===== src/rtl/ped_signal.sv =====
// Pedestrian crossing controller: grants WALK then flashing DON'T-WALK inside a
// vehicle red phase when a button request is pending; aborts to STOP if red ends early.
module ped_signal #(
  parameter int WALK_TIME  = 8,
  parameter int FLASH_TIME = 4,
  parameter int BLINK_DIV  = 2
) (
  input  logic       ck,
  input  logic       rs,
  input  logic [2:0] light,
  input  logic       btn,
  output logic       req_pend,
  output logic       walk,
  output logic       dont_walk,
  output logic [3:0] ped_cnt,
  output logic [1:0] pstate,
  output logic       fault
);

  // No handshake: light and btn are synchronous levels sampled every edge, and every
  // output is a register that updates on that same edge (no valid/ready qualifiers).

  typedef enum logic [1:0] {
    ST_STOP  = 2'b00,
    ST_WALK  = 2'b01,
    ST_FLASH = 2'b10,
    ST_BAD   = 2'b11
  } pstate_e;

  localparam int             DW         = (BLINK_DIV > 1) ? $clog2(BLINK_DIV) : 1;
  localparam logic [DW-1:0]  DIV_LAST   = DW'(BLINK_DIV - 1);
  localparam logic [3:0]     WALK_LOAD  = 4'(WALK_TIME - 1);
  localparam logic [3:0]     FLASH_LOAD = 4'(FLASH_TIME - 1);

  localparam logic [2:0] L_GREEN  = 3'b001;
  localparam logic [2:0] L_YELLOW = 3'b010;
  localparam logic [2:0] L_RED    = 3'b100;

  pstate_e       state_q, state_n;
  logic          btn_d;
  logic [2:0]    light_d;
  logic          blink_q, blink_n;
  logic [DW-1:0] div_q, div_n;

  logic          walk_n, dont_n, rp_n, fault_n;
  logic [3:0]    cnt_n;
  logic          enter_walk;

  logic          is_red, light_valid, btn_rise, red_rise;

  assign pstate      = state_q;
  assign is_red      = (light == L_RED);
  assign light_valid = (light == L_GREEN) || (light == L_YELLOW) || (light == L_RED);
  assign btn_rise    = btn & ~btn_d;
  assign red_rise    = is_red & (light_d != L_RED);

  always_comb begin
    state_n    = state_q;
    walk_n     = 1'b0;
    dont_n     = 1'b1;
    cnt_n      = 4'd0;
    blink_n    = blink_q;
    div_n      = div_q;
    enter_walk = 1'b0;

    case (state_q)
      ST_STOP: begin
        // Entry only on the first red edge; a request raised mid-red waits for the next red.
        if (red_rise && (req_pend || btn_rise)) begin
          state_n    = ST_WALK;
          walk_n     = 1'b1;
          dont_n     = 1'b0;
          cnt_n      = WALK_LOAD;
          enter_walk = 1'b1;
        end
      end

      ST_WALK: begin
        if (!is_red) begin
          state_n = ST_STOP;
        end else if (ped_cnt == 4'd0) begin
          state_n = ST_FLASH;
          cnt_n   = FLASH_LOAD;
          blink_n = 1'b1;
          div_n   = '0;
          dont_n  = 1'b1;
        end else begin
          walk_n = 1'b1;
          dont_n = 1'b0;
          cnt_n  = ped_cnt - 4'd1;
        end
      end

      ST_FLASH: begin
        if (!is_red || (ped_cnt == 4'd0)) begin
          state_n = ST_STOP;
        end else begin
          cnt_n = ped_cnt - 4'd1;
          if (div_q == DIV_LAST) begin
            div_n   = '0;
            blink_n = ~blink_q;
          end else begin
            div_n = div_q + 1'b1;
          end
          dont_n = blink_n;
        end
      end

      default: begin
        state_n = ST_STOP;
      end
    endcase

    // Entering WALK consumes the request, even against a simultaneous button edge.
    if (enter_walk) begin
      rp_n = 1'b0;
    end else if (btn_rise) begin
      rp_n = 1'b1;
    end else begin
      rp_n = req_pend;
    end

    fault_n = ~light_valid;
  end

  always_ff @(posedge ck or negedge rs) begin
    if (!rs) begin
      state_q   <= ST_STOP;
      walk      <= 1'b0;
      dont_walk <= 1'b1;
      req_pend  <= 1'b0;
      ped_cnt   <= 4'd0;
      fault     <= 1'b0;
      btn_d     <= 1'b0;
      light_d   <= 3'b000;
      blink_q   <= 1'b0;
      div_q     <= '0;
    end else begin
      state_q   <= state_n;
      walk      <= walk_n;
      dont_walk <= dont_n;
      req_pend  <= rp_n;
      ped_cnt   <= cnt_n;
      fault     <= fault_n;
      btn_d     <= btn;
      light_d   <= light;
      blink_q   <= blink_n;
      div_q     <= div_n;
    end
  end

endmodule


===== config.mk =====
export PLATFORM = sky130hd
export DESIGN_NAME = ped_signal
export DESIGN_NICKNAME = d
export VERILOG_FILES = /design/src/rtl/ped_signal.sv
export SDC_FILE = /design/constraint.sdc
export NUM_CORES = 1
export LEC_CHECK = 0
export ABC_AREA = 1
export CAP_MARGIN = 20
export CORE_ASPECT_RATIO = 1.2
export CORE_MARGIN = 5
export CORE_UTILIZATION = 49
export CTS_CLUSTER_SIZE = 28
export DETAILED_ROUTE_END_ITERATION = 10
export HOLD_SLACK_MARGIN = 0.06
export PLACE_DENSITY = 0.86
export RECOVER_POWER = 100
export SETUP_SLACK_MARGIN = 0.05
export SKIP_LAST_GASP = 1
export SYNTH_ARGS = -nofsm -noshare
export SYNTH_HDL_FRONTEND = slang
export SYNTH_SLANG_ARGS = --single-unit

===== constraint.sdc =====
create_clock -name ck -period 1.5 [get_ports ck]
set_clock_uncertainty 0.2 [all_clocks]
set_input_delay 0.375 -clock ck [delete_from_list [all_inputs] [get_ports ck]]
set_output_delay 0.375 -clock ck [all_outputs]
set_load 0.005 [all_outputs]

==> reports/metrics.sh <==
STATUS='completed'
SWITCHINGPOWER_mW=0.254
DRIVE_ABOVE_1_SHARE_PCT=37.2
FP.DIEW_UM=47.0
GLOBAL_ROUTE.USAGE.TOTAL_PCT=16.1
WL_UM=1690
CP_CELL_SEQUENCE='buf_2'
DRT_FIRST_ITER_VIOLATIONS=16
VIAS_IN_THE_FIRST_GLOBAL_ROUTE=632
MIN_HOLD_SLACK_NS=0.197
SEQUENTIAL_POWER_SHARE_PCT=50.8
PARITY_GATE_SHARE_OF_THE_SYNTHESIZED_AREA_COUNTING_XOR_AND_XNOR_CELLS_PCT=2.17
POWERDENSITY_mW_PER_MM2=886
AREA_GROWTH_SYN_TO_LAYOUT_PCT=30.6
INITIAL_CORE_UTILIZATION_PCT=50.3
SYNTH_FA_HA_AREA_SHARE_PCT=3.11
SETUP_REPAIR_AFTER_GLOBAL_ROUTING_MISSED_ITS_MARGIN='true'
YOSYS_WARNINGS=0
TOTAL_LEAKAGE_POWER_nW=0.526
NETLIST_TOP_CELLS_COUNT='dfrtp_1 (15), nand2_1 (12), inv_1 (11), nand3_1 (7)'
PLACEMENT.SETUP.WORST_SLACK_NS=-0.295
DOMINANTREGCELLSYNTH='dfrtp_1'
SYNTH_TOP_CELL_BY_AREA='dfrtp_1'
GRT.OVERFLOW.TOTAL=0
WORST_SLEW_PIN_SLEW_NS=0.392
INSERTEDDIODECOUNT=0
LARGEST_REGISTER_FF_COUNT=4
DOMINANT_COMBINATIONAL_CELL_FAMILY_BY_AREA_AFTER_SYNTHESIS='simple AND/OR/NAND/NOR gates'
P_INT_mW=0.678
LARGEST_REGISTER='ped_cnt'
ANT_NETS=0
FP-ROW-COUNT=16
FINAL_STANDARD_CELL_COUNT_WITH_TAPS_INCLUDED_AND_FILLERS_EXCLUDED=131
MULTIPLEXER_AREA_FRACTION_AFTER_SYNTHESIS_PCT=0
FIN_SETUP_TNS_NS=0
POST_CTS_HOLD_BUFFER_COUNT=0
DPL.HPWL_UM=1240
FINAL_NET_COUNT=122
YS_TYPES=22
SYNTH_COMPOUND_GATE_AREA_SHARE_PCT=3.73
COMBPWRFRAC_PCT=18.2
WORSTHOLDPATHTYPE='in2reg'
VIAS=642
WIRE_PER_INST_UM=12.9
INITIAL_ANTENNA_VIOLATION_COUNT=0
DIE_H_UM=54.4
CRIT_TYPE='reg2out'
ASYNC_RESET_FF_SHARE_PCT=100
GRT_MAX_DEGREE=17
POST_SYNTH_INSTANCE_AREA_UM2=806
SYNTH_SIMPLE_GATE_AREA_SHARE_PCT=33.7
SETUP_SLACK_NS=0.0173
REG2REGPATHDEPTH=7
CLOCK.FMAX_GHz=0.674
NUMBER_OF_REGISTER_BITS_INFERRED_BY_SYNTHESIS=16
SLEW_HEADROOM_PCT=73.9
YOSYS.CELL_COUNT.TOP_TYPE='dfrtp_1'
SYNTH_TOP_CELL_AREA_SHARE_PCT=46.6
POSTSYNTHCELLCOUNT=84
CTS.HTREE.LEVELS=1
ROOT_BUFFER='clkbuf_4'
SETUP_VIOLATIONS=0
TIMING.CRITICAL_PATH.TO_TYPE='output port'
PLACEMENT.CELL_AREA_MM2=0.00102
GRT_PASS1_WL_UM=2910
DETAIL_ROUTE.VIAS_PER_CELL=4.90
POWER.SHARE.SWITCHING_PCT=27.3
CRIT_PATH_TOP_DELAY_CELL='dfstp_2'
SYNTH_ENABLE_FLOP_CELLS=0
SYNTHESIS.NETS=92
NUM_IO_PINS=16
CTS_BUFFERS=3
CLOCK_PATH_BUFFERS=2
MAX-VDD-IR-DROP_mV=0.536
CRITICAL_PATH.MAX_STAGE_DELAY_NS=0.52
FP.COREAREA_MM2=0.00160
CRITPATHBUFINV=1
POST_SYNTH_MAIN_AREA_CONTRIBUTORS='dfrtp_1 (47%), nand2_1 (5.6%), inv_1 (5.1%), nand3_1 (4.3%), nand2_2 (3.9%)'
ARRIVAL_NS=0.91
FINAL-MAX-SLEW-VIOLATION-COUNT=0
STARTPOINT_TYPES='flop'
CLOCK_POWER_SHARE_PCT=31.0
WORST_HOLD_PATH_STAGE_COUNT=1
DETAIL_ROUTE.DRC_VIOLATIONS=0
IO_BUFFER_COUNT=15
HOLD_VIOLATIONS=0
WORSTPATHREQUIRED_NS=0.92
DESIGN_AREA_MM2=0.00105
CRIT_FAMILY='flip-flops'
DP.CELLS=123
GP_ROUTABILITY_CONGESTION=0.798
CLOCK_SINK_COUNT=16
CLOCK_INSERTION_DELAY_WORST_SKEW_NS=0.29
CTS_TREE='done'
DIE_AREA_MM2=0.00256
TIMING.CRITICAL_PATH.FANOUT_MAX=1
WORSTSETUPPATHDEPTH=1
SYNTH_AREA_PER_CELL_UM2=9.59
FIRSTDRTPASSITERS=4
SEQ_AREA_FRAC_SYNTH_PCT=49.8
PATH_CLK_SLEW_NS=0.09
TIMING.FINAL.CRIT_SHARE_PCT=98.8
MAX-CAP-VIOLATIONS=0
FINAL.MIN_CLOCK_PERIOD_NS=1.48
routing by layer:
metal,routed length (um),vias to the layer above,track usage [%]
met4,31,0,6.91
li1,-,324,-
met2,872,9,25.8
met3,61,4,2.96
met1,723,305,20.9
met5,0,-,0
metrics by stage:
step	util, %	power, mW
floorplan	-	0.570
global placement	63.9	0.643
detailed placement	63.9	0.651
CTS	65.4	0.932
global route	65.7	0.983
finish	65.7	0.933
final timing paths:
check                             end  slack, ns        from
min                        light_d[0]       0.20    light[0]
max                         dont_walk       0.02   dont_walk
min reg2reg                     div_q       0.34       div_q
max in group asynchronous   dont_walk       0.46          rs
max reg2reg                ped_cnt[2]       0.06  ped_cnt[2]
min in group asynchronous       div_q       0.32          rs
area by class of cell:
| type | count | area [um2] |
|---|---|---|
| flip-flops and latches | 16 | 402 |
| multi-input cells | 52 | 360 |
| repair buffers | 25 | 166 |
| clock buffers | 4 | 36.3 |
| fillers | 130 | 549 |
| inverters | 16 | 65.1 |
| well taps | 18 | 22.5 |
kinds of logic after synthesis:
kind of cell	Yosys count
compound gates	6
fa+ha+maj	2
buf+inv	16
xor+xnor	2
flops	16
simple gates	42
power groups by stage:
stage	clock network, mW	logic (mW)	registers [mW]
floorplan	0	0.0845	0.486
global placement	0	0.160	0.483
detailed placement	0	0.168	0.483
CTS	0.293	0.165	0.474
global route	0.318	0.188	0.477
finish	0.289	0.170	0.474
layout by cell type, fill, tap and decap left out, types with 3 or more instances in the layout:
cell type	n
dfrtp_1	15
nand2_1	12
clkbuf_1	6
nor2_1	5
buf_2	3
nand2_2	5
buf_4	8
inv_2	5
inv_1	9
clkbuf_4	3
nand3_1	7
timing repair:
item | in CTS | in global routing
setup endpoints to repair | 17 | 11
buffers inserted | 3 | 1
pin swaps | 3 | 4
resized for setup | 42 | 11
worst register-to-register path: stages, from the launching register on:
cell and delay (ns):
dfrtp_1 0.40, buf_4 0.15, nor2_2 0.19, nand2_8 0.09, nand2_2 0.12, inv_2 0.07
nand3_1 0.07, nand2_1 0.06
(Power assumes the default switching activity.)
